## src/rtl/stopwatch_timer.sv

```systemverilog
// MM:SS stopwatch / countdown timer with BCD preset load, per-field adjust,
// pause toggle and lap hold. Drives four BCD digits plus status flags.
module stopwatch_timer #(
  parameter int MAX_MIN = 59,
  parameter bit WRAP    = 1'b1
) (
  input  logic        i_clk,
  input  logic        i_rst_n,
  input  logic        i_tick,
  input  logic        i_tick_adj,
  input  logic        i_pause_btn,
  input  logic        i_lap_btn,
  input  logic        i_adj,
  input  logic        i_sel,
  input  logic        i_mode,
  input  logic        i_load,
  input  logic [15:0] i_preset,
  output logic [3:0]  o_min_tens,
  output logic [3:0]  o_min_ones,
  output logic [3:0]  o_sec_tens,
  output logic [3:0]  o_sec_ones,
  output logic        o_paused,
  output logic        o_lap_active,
  output logic        o_done
);

  localparam logic [3:0] MAX_MT  = 4'(MAX_MIN / 10);
  localparam logic [3:0] MAX_MO  = 4'(MAX_MIN % 10);
  localparam logic [7:0] MAX_M8  = 8'(MAX_MIN);

  logic [3:0]  r_mt, r_mo, r_st, r_so;
  logic [15:0] r_snap;
  logic        r_paused, r_lap_active, r_done;
  logic        r_pause_q, r_lap_q;

  logic        w_pause_edge, w_lap_edge;
  logic [7:0]  w_pre_min;
  logic        w_load_ok;
  logic        w_min_max, w_at_max, w_at_zero;
  logic [15:0] w_cnt, w_up, w_dn, w_adj_min, w_adj_sec;
  logic        w_dn_zero;

  assign w_cnt        = {r_mt, r_mo, r_st, r_so};
  assign w_pause_edge = i_pause_btn & ~r_pause_q;
  assign w_lap_edge   = i_lap_btn & ~r_lap_q;

  // Minutes compared as a binary value so any MAX_MIN in 1..99 works.
  assign w_pre_min = {4'd0, i_preset[15:12]} * 8'd10 + {4'd0, i_preset[11:8]};
  assign w_load_ok = i_load && (i_preset[11:8] <= 4'd9) && (i_preset[3:0] <= 4'd9)
                     && (i_preset[7:4] <= 4'd5) && (w_pre_min <= MAX_M8);

  assign w_min_max = (r_mt == MAX_MT) && (r_mo == MAX_MO);
  assign w_at_max  = w_min_max && (r_st == 4'd5) && (r_so == 4'd9);
  assign w_at_zero = (w_cnt == 16'h0000);
  assign w_dn_zero = (w_dn == 16'h0000);

  always_comb begin
    w_up = w_cnt;
    if (r_so != 4'd9) begin
      w_up[3:0] = r_so + 4'd1;
    end else begin
      w_up[3:0] = 4'd0;
      if (r_st != 4'd5) begin
        w_up[7:4] = r_st + 4'd1;
      end else begin
        w_up[7:4] = 4'd0;
        if (r_mo != 4'd9) begin
          w_up[11:8] = r_mo + 4'd1;
        end else begin
          w_up[11:8]  = 4'd0;
          w_up[15:12] = r_mt + 4'd1;
        end
      end
    end
  end

  always_comb begin
    w_dn = w_cnt;
    if (r_so != 4'd0) begin
      w_dn[3:0] = r_so - 4'd1;
    end else begin
      w_dn[3:0] = 4'd9;
      if (r_st != 4'd0) begin
        w_dn[7:4] = r_st - 4'd1;
      end else begin
        w_dn[7:4] = 4'd5;
        if (r_mo != 4'd0) begin
          w_dn[11:8] = r_mo - 4'd1;
        end else begin
          w_dn[11:8]  = 4'd9;
          w_dn[15:12] = r_mt - 4'd1;
        end
      end
    end
  end

  // Adjust steps touch only the selected field; no carry between fields.
  always_comb begin
    w_adj_min = w_cnt;
    if (w_min_max) begin
      w_adj_min[15:8] = 8'h00;
    end else if (r_mo == 4'd9) begin
      w_adj_min[15:12] = r_mt + 4'd1;
      w_adj_min[11:8]  = 4'd0;
    end else begin
      w_adj_min[11:8] = r_mo + 4'd1;
    end
  end

  always_comb begin
    w_adj_sec = w_cnt;
    if ((r_st == 4'd5) && (r_so == 4'd9)) begin
      w_adj_sec[7:0] = 8'h00;
    end else if (r_so == 4'd9) begin
      w_adj_sec[7:4] = r_st + 4'd1;
      w_adj_sec[3:0] = 4'd0;
    end else begin
      w_adj_sec[3:0] = r_so + 4'd1;
    end
  end

  always_ff @(posedge i_clk or negedge i_rst_n) begin
    if (!i_rst_n) begin
      {r_mt, r_mo, r_st, r_so} <= 16'h0000;
      r_snap       <= 16'h0000;
      r_paused     <= 1'b0;
      r_lap_active <= 1'b0;
      r_done       <= 1'b0;
      r_pause_q    <= 1'b0;
      r_lap_q      <= 1'b0;
    end else begin
      r_pause_q <= i_pause_btn;
      r_lap_q   <= i_lap_btn;

      if (w_pause_edge) r_paused <= ~r_paused;

      // Snapshot takes the pre-update count when a tick coincides.
      if (w_lap_edge) begin
        if (!r_lap_active) begin
          r_snap       <= w_cnt;
          r_lap_active <= 1'b1;
        end else begin
          r_lap_active <= 1'b0;
        end
      end

      if (w_load_ok) begin
        {r_mt, r_mo, r_st, r_so} <= i_preset;
        r_done       <= 1'b0;
        r_lap_active <= 1'b0;
      end else if (i_adj) begin
        if (i_tick_adj) begin
          {r_mt, r_mo, r_st, r_so} <= i_sel ? w_adj_sec : w_adj_min;
          r_done <= 1'b0;
        end
      end else if (i_tick && !r_paused) begin
        if (!i_mode) begin
          if (w_at_max) begin
            if (WRAP) {r_mt, r_mo, r_st, r_so} <= 16'h0000;
            else      r_done <= 1'b1;
          end else begin
            {r_mt, r_mo, r_st, r_so} <= w_up;
          end
        end else if (!w_at_zero) begin
          {r_mt, r_mo, r_st, r_so} <= w_dn;
          if (w_dn_zero) r_done <= 1'b1;
        end
      end
    end
  end

  assign {o_min_tens, o_min_ones, o_sec_tens, o_sec_ones} = r_lap_active ? r_snap : w_cnt;
  assign o_paused     = r_paused;
  assign o_lap_active = r_lap_active;
  assign o_done       = r_done;

endmodule

```

## config.mk

```make
export PLATFORM = sky130hd
export DESIGN_NAME = stopwatch_timer
export DESIGN_NICKNAME = d
export VERILOG_FILES = /design/src/rtl/stopwatch_timer.sv
export SDC_FILE = /design/constraint.sdc
export NUM_CORES = 1
export LEC_CHECK = 0
export ABC_CLOCK_PERIOD_IN_PS = 2850
export BUFFER_PORTS_ARGS = -buffer_cell sky130_fd_sc_hd__buf_2
export CORE_ASPECT_RATIO = 1.25
export CORE_MARGIN = 2
export CORE_UTILIZATION = 53
export CTS_BUF_LIST = sky130_fd_sc_hd__clkbuf_8 sky130_fd_sc_hd__clkbuf_16
export DETAILED_ROUTE_END_ITERATION = 6
export GPL_ROUTABILITY_DRIVEN = 0
export PLACE_DENSITY = 0.77
export SYNTH_ARGS = -nofsm -noshare
export SYNTH_HDL_FRONTEND = slang
export SYNTH_SLANG_ARGS = --single-unit
```

## constraint.sdc

```tcl
create_clock -name i_clk -period 2.85 [get_ports i_clk]
set_input_delay 0.1425 -clock i_clk [delete_from_list [all_inputs] [get_ports i_clk]]
set_output_delay 0.1425 -clock i_clk [all_outputs]
set_load 0.01 [all_outputs]
```

Yosys cells after proc, flatten, opt, wreduce, memory -nomap -nowiden
Cells that the tools add are included.
Widths: inputs -> output; s select.

storage, ports and cells
  bits in registers = 37
  bits in latches = 0
  memory bits (writable) = 0
  bits in read-only memories = 0
  memories = 0

operators by class
  add/subtract/negate cells = 9
  multiply operators = 1
  divide/modulo/power cells = 0
  magnitude comparators = 4
  equal/unequal tests = 17
  shift operators = 0
  multiplexer cells = 58
  bitwise gates (word level) = 5
  reduce and logical (&&, ||, !) cells = 24

operator list
  kind                 count
  $mux 4               40
  $logic_not 16->1     2
  $mux 16              2
  $mux 8               4
  $mux 12              2
  $add 4x1->4 const B  4
  $sub 4x1->4 const B  4
  $ne 5x5->1 const B   3
  $ne 4x4->1 const B   3
  $reduce_and 6->1     2
  $reduce_bool 4->1    3
  $mux 1               10
  $logic_and 1x1->1    9
  $reduce_bool 3->1    3
  $add 8x4->8          1
  $eq 4x3->1 const B   2
  $eq 4x4->1 const B   2
  $le 4x4->1 const B   2
  $le 8x6->1 const B   1
  $ne 4x1->1 const B   2
  $reduce_and 8->1     1
  $mul 4x3->7 const B  1
  $ne 3x2->1 const B   2
  $reduce_and 5->1     1
  9 further kinds      12

Depth between registers and ports, before layout
Gate-level depths: netlist of run 1.

  depth in word-level cells = 11
  depth in mapped cells = 10
  mapped depth without buffers = 9

Worst setup path after synthesis of run 1
Ideal clock, no wire load.

  path type = register to register
  from = register r_st[0]
  to = register r_mo[1]
  arrival = 2.574 ns
  path slack = 0.151 ns
  stages on the path, launching flop included = 11
  path buffers = 2
  clock period less this slack = 2.699 ns
  cell sequence = dfrtp_1 -> clkbuf_1 -> inv_1 -> ha_1 -> buf_4 -> or3b_2 -> nor4_4 -> o21ai_2 -> and3_4 -> mux2_4 -> mux2_4

between the ends
  word-level cells in the longest chain between the ends = 8
  elaborated cells between the ends (all ways) = 18
  those cells by class = eq/ne (5); mux (8); reduce/logical (5)

ends and longest elaborated chain
  element                                                 line      RTL
  start: declaration                                      31        logic [3:0] r_mt, r_mo, r_st, r_so;
  start signal: assignment                                148       {r_mt, r_mo, r_st, r_so} <= i_preset;
  start signal: assignment                                153       {r_mt, r_mo, r_st, r_so} <= i_sel ? w_adj_sec : w_adj_min;
  start signal: assignment                                162       {r_mt, r_mo, r_st, r_so} <= w_up;
  $reduce_bool 4->1 / $eq 4x3->1 (equally long branches)  83, 53
  $mux 8 / $logic_and 1x1->1 (equally long branches)      83, 53
  $mux 12 / $logic_and 1x1->1 (equally long branches)     79, 53
  $mux 4, on equally long branches                        164, 158
  $mux 4                                                  157       if (!i_mode) begin
  $mux 4                                                  156       end else if (i_tick && !r_paused) begin
  $mux 4                                                  151       end else if (i_adj) begin
  $mux 4                                                  147       if (w_load_ok) begin
  end signal: assignment                                  148
  end signal: assignment                                  153
  end signal: assignment                                  162
  end: declaration                                        31

Several ways; a longest one is shown, not always the timed one. The select of a mux whose other input is x is not followed.
A chain may end at the register's enable or synchronous reset.

Final worst setup path of run 1
  from = input port i_preset[13]
  to = register r_so[1]

between the ends
  word-level cells in the longest chain between the ends = 6
  elaborated cells between the ends (all ways) = 10
  those cells by class = add/sub (1); mul (1); order compare (1); eq/ne (3); mux (1); reduce/logical (3)

ends and longest elaborated chain
  element                                             line  RTL
  start: declaration                                  17    input logic [15:0] i_preset,
  $mul 4x3->7 *                                       48    assign w_pre_min = {4'd0, i_preset[15:12]} * 8'd10 + {4'd0, i_preset[11:8]};
  $add 8x4->8 *                                       48
  $le 8x6->1 *                                        50    && (i_preset[7:4] <= 4'd5) && (w_pre_min <= MAX_M8);
  $logic_and 1x1->1 *                                 50
  $ne 4x4->1 (no line), or another cell as far along  -
  $reduce_and 4->1 (no line)                          -
  end signal: assignment                              148
  end signal: assignment                              153
  end signal: assignment                              162
  end: declaration                                    31

Every way passes the cells marked *; elsewhere a longest branch is shown, timed or not.

==> flow_summary.html, run 1 <==
<table>
<tr><th>Metric</th><th>Value</th></tr>
<tr><th colspan="2">Critical path</th></tr>
<tr><td>Critical Path Start</td><td>i_preset[13]</td></tr>
<tr><td>Worst path slowest cell</td><td>sky130_fd_sc_hd__fa_1</td></tr>
<tr><td>Buffer and inverter count on the worst path</td><td>2</td></tr>
<tr><td>Highest cell delay on the worst timing path</td><td>0.54 ns</td></tr>
<tr><td>Critical Path Start Type</td><td>input port</td></tr>
<tr><td>Type of the worst setup path</td><td>in -&gt; reg</td></tr>
<tr><td>Number of cells on the critical path</td><td>10</td></tr>
<tr><td>Type of destination of the critical path</td><td>register</td></tr>
<tr><td>CP endpoint</td><td>r_so[1]$_DFFE_PN0P_</td></tr>
<tr><td>Reg2Reg Launch Point</td><td>r_so[0]$_DFFE_PN0P_</td></tr>
<tr><td>Critical Path, Cell by Cell</td><td>buf_2, ha_1, ha_1, fa_1, xor2_1, a2111oi_1, a211oi_2, o311ai_4, buf_4, mux2_4</td></tr>
<tr><td>FF-to-FF End</td><td>r_so[1]$_DFFE_PN0P_</td></tr>
<tr><td>Most frequent cell on the critical path</td><td>sky130_fd_sc_hd__ha_1</td></tr>
<tr><td>Critical path data required time</td><td>3.03 ns</td></tr>
<tr><td>Setup slack, reg-to-reg</td><td>0.24 ns</td></tr>
<tr><td>Number of cells on the worst reg-to-reg path</td><td>8</td></tr>
<tr><td>Delay-heaviest family, CP</td><td>adder cells</td></tr>
<tr><td>Crit-path max FO</td><td>7</td></tr>
<tr><td>Arrival time reported for the critical path endpoint</td><td>2.89 ns</td></tr>
<tr><th colspan="2">Power and ir drop</th></tr>
<tr><td>Power per cell area</td><td>890 nW/um2</td></tr>
<tr><td>Net switching share of the total power</td><td>42.4%</td></tr>
<tr><td>Largest voltage drop on the vdd net</td><td>slightly above 0.0004 V</td></tr>
<tr><td>Int Pwr</td><td>2.01 mW</td></tr>
<tr><td>Standby leakage power</td><td>1.75 nW</td></tr>
<tr><td>Proportion of power drawn by flip-flops and latches</td><td>27.2%</td></tr>
<tr><td>Net switching power</td><td>1.48 mW</td></tr>
<tr><td>Combinational share of power</td><td>around 60%</td></tr>
<tr><td>Part of the power in the clock network</td><td>13.7%</td></tr>
<tr><td>Final Total Pwr</td><td>3.49 mW</td></tr>
<tr><th colspan="2">Layout</th></tr>
<tr><td>Share of layout cells above drive strength 1</td><td>31.2%</td></tr>
<tr><td>Antenna diode count</td><td>0</td></tr>
<tr><td>Synthesis-to-finish area growth</td><td>20.9%</td></tr>
<tr><td>Number of nets in the layout</td><td>approximately 480</td></tr>
<tr><th colspan="2">Routing</th></tr>
<tr><td>Via count</td><td>3082</td></tr>
<tr><td>Count of antenna-violating nets left after detailed routing</td><td>0</td></tr>
<tr><td>Number of violations reported at the end of detailed-routing iteration 0</td><td>308</td></tr>
<tr><td>Via count normalized by instance count</td><td>approximately 6</td></tr>
<tr><td>Avg WL per Cell</td><td>approximately 16 um</td></tr>
<tr><td>Number of remaining DRC errors</td><td>0</td></tr>
<tr><td>Post-Route WL</td><td>8320 um</td></tr>
<tr><td>Number of iterations in the first detailed-routing pass</td><td>5</td></tr>
<tr><th colspan="2">STA</th></tr>
<tr><td>Minimum setup slack in the final design</td><td>between 0.1 and 0.15 ns</td></tr>
<tr><td>Max Clock Skew</td><td>0.00567 ns</td></tr>
<tr><td>Final critical delay including setup and external delays</td><td>~2.7 ns</td></tr>
<tr><td>Count of final setup violators</td><td>0</td></tr>
<tr><td>Max transition margin</td><td>between 40% and 50%</td></tr>
<tr><td>Unrepaired setup endpoints after global routing</td><td>false</td></tr>
<tr><td>Portion of the clock cycle consumed by the worst path in the final layout</td><td>95.2%</td></tr>
<tr><td>Final hold violations</td><td>0</td></tr>
<tr><td>Upper clock frequency limit</td><td>369 MHz</td></tr>
<tr><td>Transition time of the tightest slew-check pin</td><td>0.821 ns</td></tr>
<tr><td>Final slew viol count</td><td>0</td></tr>
<tr><th colspan="2">Synthesis</th></tr>
<tr><td>Fraction of registers with async set or reset after synthesis</td><td>100%</td></tr>
<tr><td>Flop and latch count out of synthesis</td><td>37</td></tr>
<tr><td>Synth Flop Type</td><td>sky130_fd_sc_hd__dfrtp_1</td></tr>
<tr><td>Post-synthesis cell type count</td><td>70</td></tr>
<tr><td>Synth Net Count</td><td>roughly 410</td></tr>
<tr><td>EDFF count, synth</td><td>0</td></tr>
<tr><td>Cell area after technology mapping</td><td>approximately 3200 um2</td></tr>
<tr><td>Post-synthesis sequential area ratio</td><td>28.6%</td></tr>
<tr><td>Average footprint of a synthesized cell</td><td>8.93 um2</td></tr>
<tr><td>Yosys warning count</td><td>0</td></tr>
<tr><td>Count of mapped cells out of synthesis</td><td>363</td></tr>
<tr><th colspan="2">Global routing</th></tr>
<tr><td>GRT Residual Overflow</td><td>0</td></tr>
<tr><td>Largest net degree at the start of global routing</td><td>38</td></tr>
<tr><td>Global-route wire length before repair</td><td>~14000 um</td></tr>
<tr><td>Via count of the first global-routing pass</td><td>3000</td></tr>
<tr><td>GRT Resource Usage Total</td><td>25.0%</td></tr>
<tr><td>Antenna violations before repair</td><td>0</td></tr>
<tr><th colspan="2">Clock tree</th></tr>
<tr><td>Cts bufs inserted</td><td>5</td></tr>
<tr><td>Clock-pin slew of the registers on the worst-case setup and hold paths</td><td>0.07 ns</td></tr>
<tr><td>CTS tree</td><td>done</td></tr>
<tr><td>Later-pin clock latency in the skew report</td><td>0.29 ns</td></tr>
<tr><td>Root Driver</td><td>sky130_fd_sc_hd__clkbuf_8</td></tr>
<tr><td>Number of clock sinks</td><td>37</td></tr>
<tr><td>H-tree levels</td><td>2</td></tr>
<tr><td>Maximum clock insertion buffer count</td><td>2</td></tr>
<tr><th colspan="2">Die</th></tr>
<tr><td>Starting utilization of the core area</td><td>a little under three fifths</td></tr>
<tr><td>CORE AREA</td><td>around 5900 um2</td></tr>
<tr><td>Die boundary width</td><td>74.0 um</td></tr>
<tr><td>Number of top-level design ports</td><td>45</td></tr>
<tr><td>Floorplan die area</td><td>slightly below 7000 um2</td></tr>
<tr><td>Vert. Die Dim</td><td>91.4 um</td></tr>
<tr><td># rows</td><td>31</td></tr>
<tr><th colspan="2">Worst hold path</th></tr>
<tr><td>Hold/Removal Path Class</td><td>in -&gt; reg</td></tr>
<tr><td>Hold path startpoint</td><td>i_preset[6]</td></tr>
<tr><th colspan="2">Run</th></tr>
<tr><td>Max capacitance violation total</td><td>0</td></tr>
<tr><th colspan="2">Status</th></tr>
<tr><td>Outcome</td><td>finished clean</td></tr>
<tr><th colspan="2">Placement</th></tr>
<tr><td>Count of port buffers added during placement</td><td>44</td></tr>
<tr><td>Post-detailed-placement half-perimeter wirelength</td><td>roughly 6000 um</td></tr>
<tr><td>Minimum setup slack after placement</td><td>-0.247 ns</td></tr>
</table>
[cell usage in the layout, fill, tap and decap left out, types with 9 or more instances in the layout]
cell type	netlist	final
sky130_fd_sc_hd__nand3_1	11	11
sky130_fd_sc_hd__buf_4	2	32
sky130_fd_sc_hd__mux2_2	26	26
sky130_fd_sc_hd__ha_1	20	20
sky130_fd_sc_hd__a21oi_1	14	14
sky130_fd_sc_hd__buf_2	2	44
sky130_fd_sc_hd__nor3_1	9	9
sky130_fd_sc_hd__nor2_1	20	20
sky130_fd_sc_hd__nor2b_1	10	10
sky130_fd_sc_hd__nand2_1	30	30
sky130_fd_sc_hd__o21ai_0	28	28
sky130_fd_sc_hd__inv_1	19	19
sky130_fd_sc_hd__dfrtp_1	37	37
[per-layer routing]
layer,global-route usage (%),part of all wire (%),vias to the layer above
li1,-,-,1467
met1,32.0,42,1475
met2,43.1,51,127
met3,2.66,5.5,13
met4,8.03,1.7,0
met5,0,0,-
[worst min path at each step]
stage,endpoint,cells after the start
floorplan,o_done$_DFFE_PN0P_,0
global placement,r_pause_q$_DFF_PN0_,1
detailed placement,r_pause_q$_DFF_PN0_,1
CTS,r_st[2]$_DFFE_PN0P_,2
global route,r_st[0]$_DFFE_PN0P_,2
finish,r_st[2]$_DFFE_PN0P_,2
[repair_timing]
action                     in CTS  in global routing
hold buffers                    3                  0
setup buffers                   0                  4
gates resized for setup         0                  4
setup endpoints to repair       0                 11
hold endpoints to repair       39                  0
[worst register-to-register path: stages (launching register included)]
cell                       delay (ns)
sky130_fd_sc_hd__dfrtp_1         0.38
sky130_fd_sc_hd__inv_1           0.10
sky130_fd_sc_hd__ha_1            0.30
sky130_fd_sc_hd__or3b_1          0.45
sky130_fd_sc_hd__nor4_4          0.34
sky130_fd_sc_hd__o21ai_2         0.17
sky130_fd_sc_hd__a21boi_4        0.19
sky130_fd_sc_hd__mux2_4          0.32
sky130_fd_sc_hd__mux2_4          0.25
[cell usage after synthesis (4+ instances only)]
cell	count	area [um2]
sky130_fd_sc_hd__a21oi_1	14	70.1
sky130_fd_sc_hd__nand2b_1	6	37.5
sky130_fd_sc_hd__mux2_2	26	293
sky130_fd_sc_hd__o211ai_1	6	45.0
sky130_fd_sc_hd__nand2_1	30	113
sky130_fd_sc_hd__dfrtp_1	37	926
sky130_fd_sc_hd__ha_1	20	250
sky130_fd_sc_hd__clkbuf_1	17	63.8
sky130_fd_sc_hd__nor2_1	20	75.1
sky130_fd_sc_hd__nor2b_1	10	62.6
sky130_fd_sc_hd__o22ai_1	6	37.5
sky130_fd_sc_hd__mux2_4	6	90.1
sky130_fd_sc_hd__nand4_1	4	25.0
sky130_fd_sc_hd__o21ai_0	28	140
sky130_fd_sc_hd__a211oi_1	4	30.0
sky130_fd_sc_hd__inv_1	19	71.3
sky130_fd_sc_hd__nor3_1	9	45.0
sky130_fd_sc_hd__nand3_1	11	55.1
sky130_fd_sc_hd__mux2i_1	6	60.1
[cell families (layout without fill, tap and decap cells)]
logic type | Yosys count | in the layout | synth area share [%]
adder cells (fa/ha/maj) | 22 | 22 | 8.95
XOR/XNOR | 6 | 6 | 1.62
buffers and inverters | 41 | 107 | 5.29
multiplexers | 38 | 38 | 13.7
AO/OA/AOI/OAI | 101 | 102 | 21.8
AND/OR/NAND/NOR | 118 | 118 | 20.1
flip-flops | 37 | 37 | 28.6
[power groups by stage]
stage / logic (mW) / registers, mW / clock network (mW)
2_1_floorplan: 1.42 / 0.918 / 0
3_3_place_gp: 1.96 / 0.936 / 0
3_5_place_dp: 2.01 / 0.951 / 0
4_1_cts: 2.03 / 0.939 / 0.485
5_1_grt: 2.27 / 0.979 / 0.508
6_report: 2.06 / 0.950 / 0.478
[final cells by class]
class | instances | area, um2
clock buffers | 6 | 82.6
clock inverters | 2 | 37.5
fillers | 479 | 1940
inverters | 19 | 71.3
multi-input cells | 286 | 2190
flip-flops and latches | 37 | 926
well taps | 82 | 103
repair buffers | 80 | 510
[state kept, by name, summed over array words and instances, names as in the netlist]
register and count:
o_done 1, o_lap_active 1, o_paused 1, r_lap_q 1, r_mo 4, r_mt 4
r_pause_q 1, r_snap 16, r_so 4, r_st 4
[stage by stage]
step	hold slack [ns]	std cells	area (um2)	util (%)	setup TNS, ns
4_1_cts	0.0922	507	3840	65.5	0
2_1_floorplan	-0.153	363	3240	-	0
6_report	0.0912	512	3920	66.9	0
3_5_place_dp	0.271	496	3690	63.0	-2.71
5_1_grt	0.0917	512	3920	66.9	0
3_3_place_gp	0.273	496	3690	63.0	-1.78
Note: power is estimated with default switching activity, not from simulation.
==> run 2, diff against run 1 <==
Settings changed: ABC_AREA set to 1, CTS_CLUSTER_DIAMETER set to 80.
==> run 2 against run 1 <==
  * Via count is 11% higher
  * First-iteration DRC count is 30% lower
  * Flip-flop and latch count did not move
  * Sequential share of layout area increased by 1.1 points
  * Final cell count is 24% higher
  * Critical path depth increased by 4
  * Clock power increased by 12%
  * Die area is 2.5% higher
  * Clock-buffer cell count fell by 1
  * Non-clock buffer count fell by 29
  * Cell area decreased by 4.4%
  * Synthesized cell count grew 40%
  * Critical endpoint is now r_st[3]$_DFFE_PN0P_
  * Largest cell class unchanged
==> flow_summary.html, run 2 <==
<table>
<tr><th>Metric</th><th>Value</th></tr>
<tr><th colspan="2">Synthesis</th></tr>
<tr><td>Average footprint of a synthesized cell</td><td>6.55 um2</td></tr>
<tr><td>Ranking of synthesized cells by area</td><td>sky130_fd_sc_hd__dfrtp_1, sky130_fd_sc_hd__nand2_1, sky130_fd_sc_hd__ha_1</td></tr>
<tr><td>Flop and latch count out of synthesis</td><td>37</td></tr>
<tr><td>Most frequent cell after synthesis</td><td>sky130_fd_sc_hd__nand2_1</td></tr>
<tr><td>Post-synthesis cell type count</td><td>39</td></tr>
<tr><td>Synth Net Count</td><td>556</td></tr>
<tr><td>Cell area after technology mapping</td><td>3330 um2</td></tr>
<tr><td>Synth Flop Type</td><td>sky130_fd_sc_hd__dfrtp_1</td></tr>
<tr><td>Proportion of netlist area held by the largest area contributor</td><td>between 20% and 30%</td></tr>
<tr><td>Fraction of registers with async set or reset after synthesis</td><td>100%</td></tr>
<tr><td>Cell accounting for the most synthesized area</td><td>sky130_fd_sc_hd__dfrtp_1</td></tr>
<tr><td>Post-synthesis sequential area ratio</td><td>27.8%</td></tr>
<tr><td>Yosys warning count</td><td>0</td></tr>
<tr><td>EDFF count, synth</td><td>0</td></tr>
<tr><td>Count of mapped cells out of synthesis</td><td>just over 500</td></tr>
<tr><td>Commonest cells post-synth</td><td>sky130_fd_sc_hd__nand2_1, sky130_fd_sc_hd__nand3_1, sky130_fd_sc_hd__o21ai_0</td></tr>
<tr><th colspan="2">STA</th></tr>
<tr><td>Final hold violations</td><td>0</td></tr>
<tr><td>Minimum setup slack in the final design</td><td>0.442 ns</td></tr>
<tr><td>Max transition margin</td><td>41.5%</td></tr>
<tr><td>Final critical delay including setup and external delays</td><td>2.41 ns</td></tr>
<tr><td>Portion of the clock cycle consumed by the worst path in the final layout</td><td>84.5%</td></tr>
<tr><td>Final sum of negative setup slack</td><td>0 ns</td></tr>
<tr><td>Unrepaired setup endpoints after global routing</td><td>false</td></tr>
<tr><td>Max Clock Skew</td><td>0.0117 ns</td></tr>
<tr><td>Count of final setup violators</td><td>0</td></tr>
<tr><td>Upper clock frequency limit</td><td>415 MHz</td></tr>
<tr><td>Transition time of the tightest slew-check pin</td><td>about 0.88 ns</td></tr>
<tr><td>Final slew viol count</td><td>0</td></tr>
<tr><th colspan="2">Global routing</th></tr>
<tr><td>Global-route wire length before repair</td><td>13800 um</td></tr>
<tr><td>GRT Residual Overflow</td><td>0</td></tr>
<tr><td>Largest net degree at the start of global routing</td><td>38</td></tr>
<tr><td>Via count of the first global-routing pass</td><td>3122</td></tr>
<tr><td>Antenna violations before repair</td><td>0</td></tr>
<tr><td>GRT Resource Usage Total</td><td>25.0%</td></tr>
<tr><th colspan="2">Routing</th></tr>
<tr><td>Number of violations reported at the end of detailed-routing iteration 0</td><td>217</td></tr>
<tr><td>Number of remaining DRC errors</td><td>0</td></tr>
<tr><td>Number of iterations in the first detailed-routing pass</td><td>5</td></tr>
<tr><td>Via count</td><td>3427</td></tr>
<tr><td>Post-Route WL</td><td>8080 um</td></tr>
<tr><td>Count of antenna-violating nets left after detailed routing</td><td>0</td></tr>
<tr><td>Avg WL per Cell</td><td>12.7 um</td></tr>
<tr><td>Via count normalized by instance count</td><td>about 5.4</td></tr>
<tr><th colspan="2">Placement</th></tr>
<tr><td>Minimum setup slack after placement</td><td>0.149 ns</td></tr>
<tr><td>Count of port buffers added during placement</td><td>44</td></tr>
<tr><td>Post-detailed-placement half-perimeter wirelength</td><td>approximately 6300 um</td></tr>
<tr><th colspan="2">Die</th></tr>
<tr><td>CORE AREA</td><td>6130 um2</td></tr>
<tr><td># rows</td><td>32</td></tr>
<tr><td>Floorplan die area</td><td>6930 um2</td></tr>
<tr><td>Number of top-level design ports</td><td>45</td></tr>
<tr><td>Starting utilization of the core area</td><td>54.3%</td></tr>
<tr><td>Die boundary width</td><td>around 75 um</td></tr>
<tr><td>Vert. Die Dim</td><td>92.6 um</td></tr>
<tr><th colspan="2">Clock tree</th></tr>
<tr><td>Maximum clock insertion buffer count</td><td>2</td></tr>
<tr><td>Post-CTS resize count</td><td>0</td></tr>
<tr><td>Setup fix buffers added after clock tree synthesis</td><td>0</td></tr>
<tr><td>CTS tree</td><td>done</td></tr>
<tr><td>Number of clock sinks</td><td>37</td></tr>
<tr><td>Root Driver</td><td>sky130_fd_sc_hd__clkbuf_8</td></tr>
<tr><td>Later-pin clock latency in the skew report</td><td>0.29 ns</td></tr>
<tr><td>Cts-stage hold buffer count</td><td>3</td></tr>
<tr><td>H-tree levels</td><td>2</td></tr>
<tr><td>Clock-pin slew of the registers on the worst-case setup and hold paths</td><td>0.08 ns</td></tr>
<tr><td>Cts bufs inserted</td><td>5</td></tr>
<tr><th colspan="2">Layout</th></tr>
<tr><td>Synthesis-to-finish area growth</td><td>12.6%</td></tr>
<tr><td>Most common cell after layout, fill and taps aside</td><td>sky130_fd_sc_hd__nand2_1</td></tr>
<tr><td>Area taken by multi-input logic gates</td><td>2110 um2</td></tr>
<tr><td>Storage element area</td><td>926 um2</td></tr>
<tr><td>Share of layout cells above drive strength 1</td><td>16.0%</td></tr>
<tr><td>Register with the highest flop count</td><td>r_snap</td></tr>
<tr><td>Antenna diode count</td><td>0</td></tr>
<tr><td>Most frequent cells in the layout</td><td>sky130_fd_sc_hd__nand2_1, sky130_fd_sc_hd__nand3_1, sky130_fd_sc_hd__o21ai_0</td></tr>
<tr><td>Number of nets in the layout</td><td>597</td></tr>
<tr><td>Number of flip-flops under the largest register name</td><td>16</td></tr>
<tr><td>Number of fill cells in the layout</td><td>593</td></tr>
<tr><th colspan="2">Power and ir drop</th></tr>
<tr><td>Power per cell area</td><td>roughly 910 nW/um2</td></tr>
<tr><td>Standby leakage power</td><td>about 1.9 nW</td></tr>
<tr><td>Largest voltage drop on the vdd net</td><td>0.000357 V</td></tr>
<tr><th colspan="2">Critical path</th></tr>
<tr><td>Type of the worst setup path</td><td>reg -&gt; reg</td></tr>
<tr><td>Crit-path max FO</td><td>10</td></tr>
<tr><td>Type of destination of the critical path</td><td>register</td></tr>
<tr><td>Arrival time reported for the critical path endpoint</td><td>2.63 ns</td></tr>
<tr><td>Critical path data required time</td><td>3.07 ns</td></tr>
<tr><td>Critical Path Start Type</td><td>register</td></tr>
<tr><th colspan="2">Status</th></tr>
<tr><td>Outcome</td><td>finished clean</td></tr>
<tr><th colspan="2">Worst hold path</th></tr>
<tr><td>Hold/Removal Path Class</td><td>in -&gt; reg</td></tr>
<tr><th colspan="2">Run</th></tr>
<tr><td>Max capacitance violation total</td><td>0</td></tr>
</table>
==> run 2: cell types whose count changed in the layout (fill, tap and decap cells not counted), moves of 11 or more <==
| cell | delta |
|---|---|
| sky130_fd_sc_hd__nand3_1 | +39 |
| sky130_fd_sc_hd__o21ai_0 | +21 |
| sky130_fd_sc_hd__inv_1 | +20 |
| sky130_fd_sc_hd__nand4_1 | +11 |
| sky130_fd_sc_hd__buf_4 | -28 |
| sky130_fd_sc_hd__o21ai_1 | +13 |
| sky130_fd_sc_hd__nand2_1 | +144 |
| sky130_fd_sc_hd__mux2_2 | -26 |
| sky130_fd_sc_hd__nor2_1 | +11 |
==> run 2: layer usage <==
metal | up-vias | share of wire [%] | GRT usage [%]
met5 | - | 0 | 0
met4 | 0 | 2.7 | 8.93
met3 | 19 | 4.4 | 2.94
met2 | 110 | 47 | 40.5
met1 | 1546 | 46 | 33.9
li1 | 1752 | - | -
==> run 2: cell families (layout without fill, tap and decap cells) <==
| family | Yosys count | count (layout) | share of synthesized area [%] |
|---|---|---|---|
| buffers and inverters | 67 | 109 | 8.84 |
| AO/OA/AOI/OAI | 83 | 83 | 14.0 |
| XOR/XNOR | 6 | 6 | 1.58 |
| AND/OR/NAND/NOR | 293 | 293 | 39.1 |
| flip-flops | 37 | 37 | 27.8 |
| adder cells (fa/ha/maj) | 22 | 22 | 8.73 |
==> run 2: worst paths after layout <==
check | from | to | slack (ns) | cells past startpoint
setup reg to reg | r_so[0]$_DFFE_PN0P_ | r_st[3]$_DFFE_PN0P_ | 0.44 | 14
hold / removal | i_preset[2] | r_so[2]$_DFFE_PN0P_ | 0.18 | 5
setup / recovery | r_so[0]$_DFFE_PN0P_ | r_st[3]$_DFFE_PN0P_ | 0.44 | 14
max in group asynchronous | i_rst_n | r_mo[3]$_DFFE_PN0P_ | 1.81 | 2
min in group asynchronous | i_rst_n | r_snap[0]$_DFFE_PN0P_ | 0.50 | 2
hold reg to reg | r_snap[8]$_DFFE_PN0P_ | r_snap[8]$_DFFE_PN0P_ | 0.49 | 2
==> run 2: stage by stage <==
step	util (%)	area (um2)	total power, mW	instances	hold WS (ns)
floorplan	-	3330	2.32	508	-0.153
global placement	58.5	3580	2.78	624	0.265
detailed placement	58.5	3580	2.84	624	0.267
CTS	61.1	3740	3.39	635	0.185
global route	61.1	3740	3.74	635	0.183
finish	61.1	3740	3.40	635	0.181
==> run 2: cell type report <==
class	instances	area share, %
Multi-Input combinational cell	404	56.2
Sequential cell	37	24.7
Timing Repair Buffer	51	7.48
Inverter	50	5.15
Tap cell	85	2.84
Clock buffer	5	1.84
Clock inverter	3	1.74
==> run 2: power by group <==
part	switching [mW]	leakage (nW)	internal (mW)
Clock	0.188	0.0681	0.348
Combinational	1.25	1.39	0.686
Sequential	0.200	0.487	0.726
Total	1.64	1.94	1.76
==> run 2: worst max-delay path: stages, from the launching register on <==
cell	delay, ns
sky130_fd_sc_hd__dfrtp_1	0.43
sky130_fd_sc_hd__inv_1	0.23
sky130_fd_sc_hd__ha_1	0.30
sky130_fd_sc_hd__nand3_2	0.18
sky130_fd_sc_hd__inv_4	0.15
sky130_fd_sc_hd__nand2_1	0.10
sky130_fd_sc_hd__nor2_1	0.16
sky130_fd_sc_hd__nand3_1	0.11
sky130_fd_sc_hd__nand3_1	0.12
sky130_fd_sc_hd__nand3_2	0.11
sky130_fd_sc_hd__nand2_2	0.13
sky130_fd_sc_hd__inv_2	0.09
sky130_fd_sc_hd__nand2_2	0.10
sky130_fd_sc_hd__nand2_1	0.06
sky130_fd_sc_hd__o21ai_1	0.07
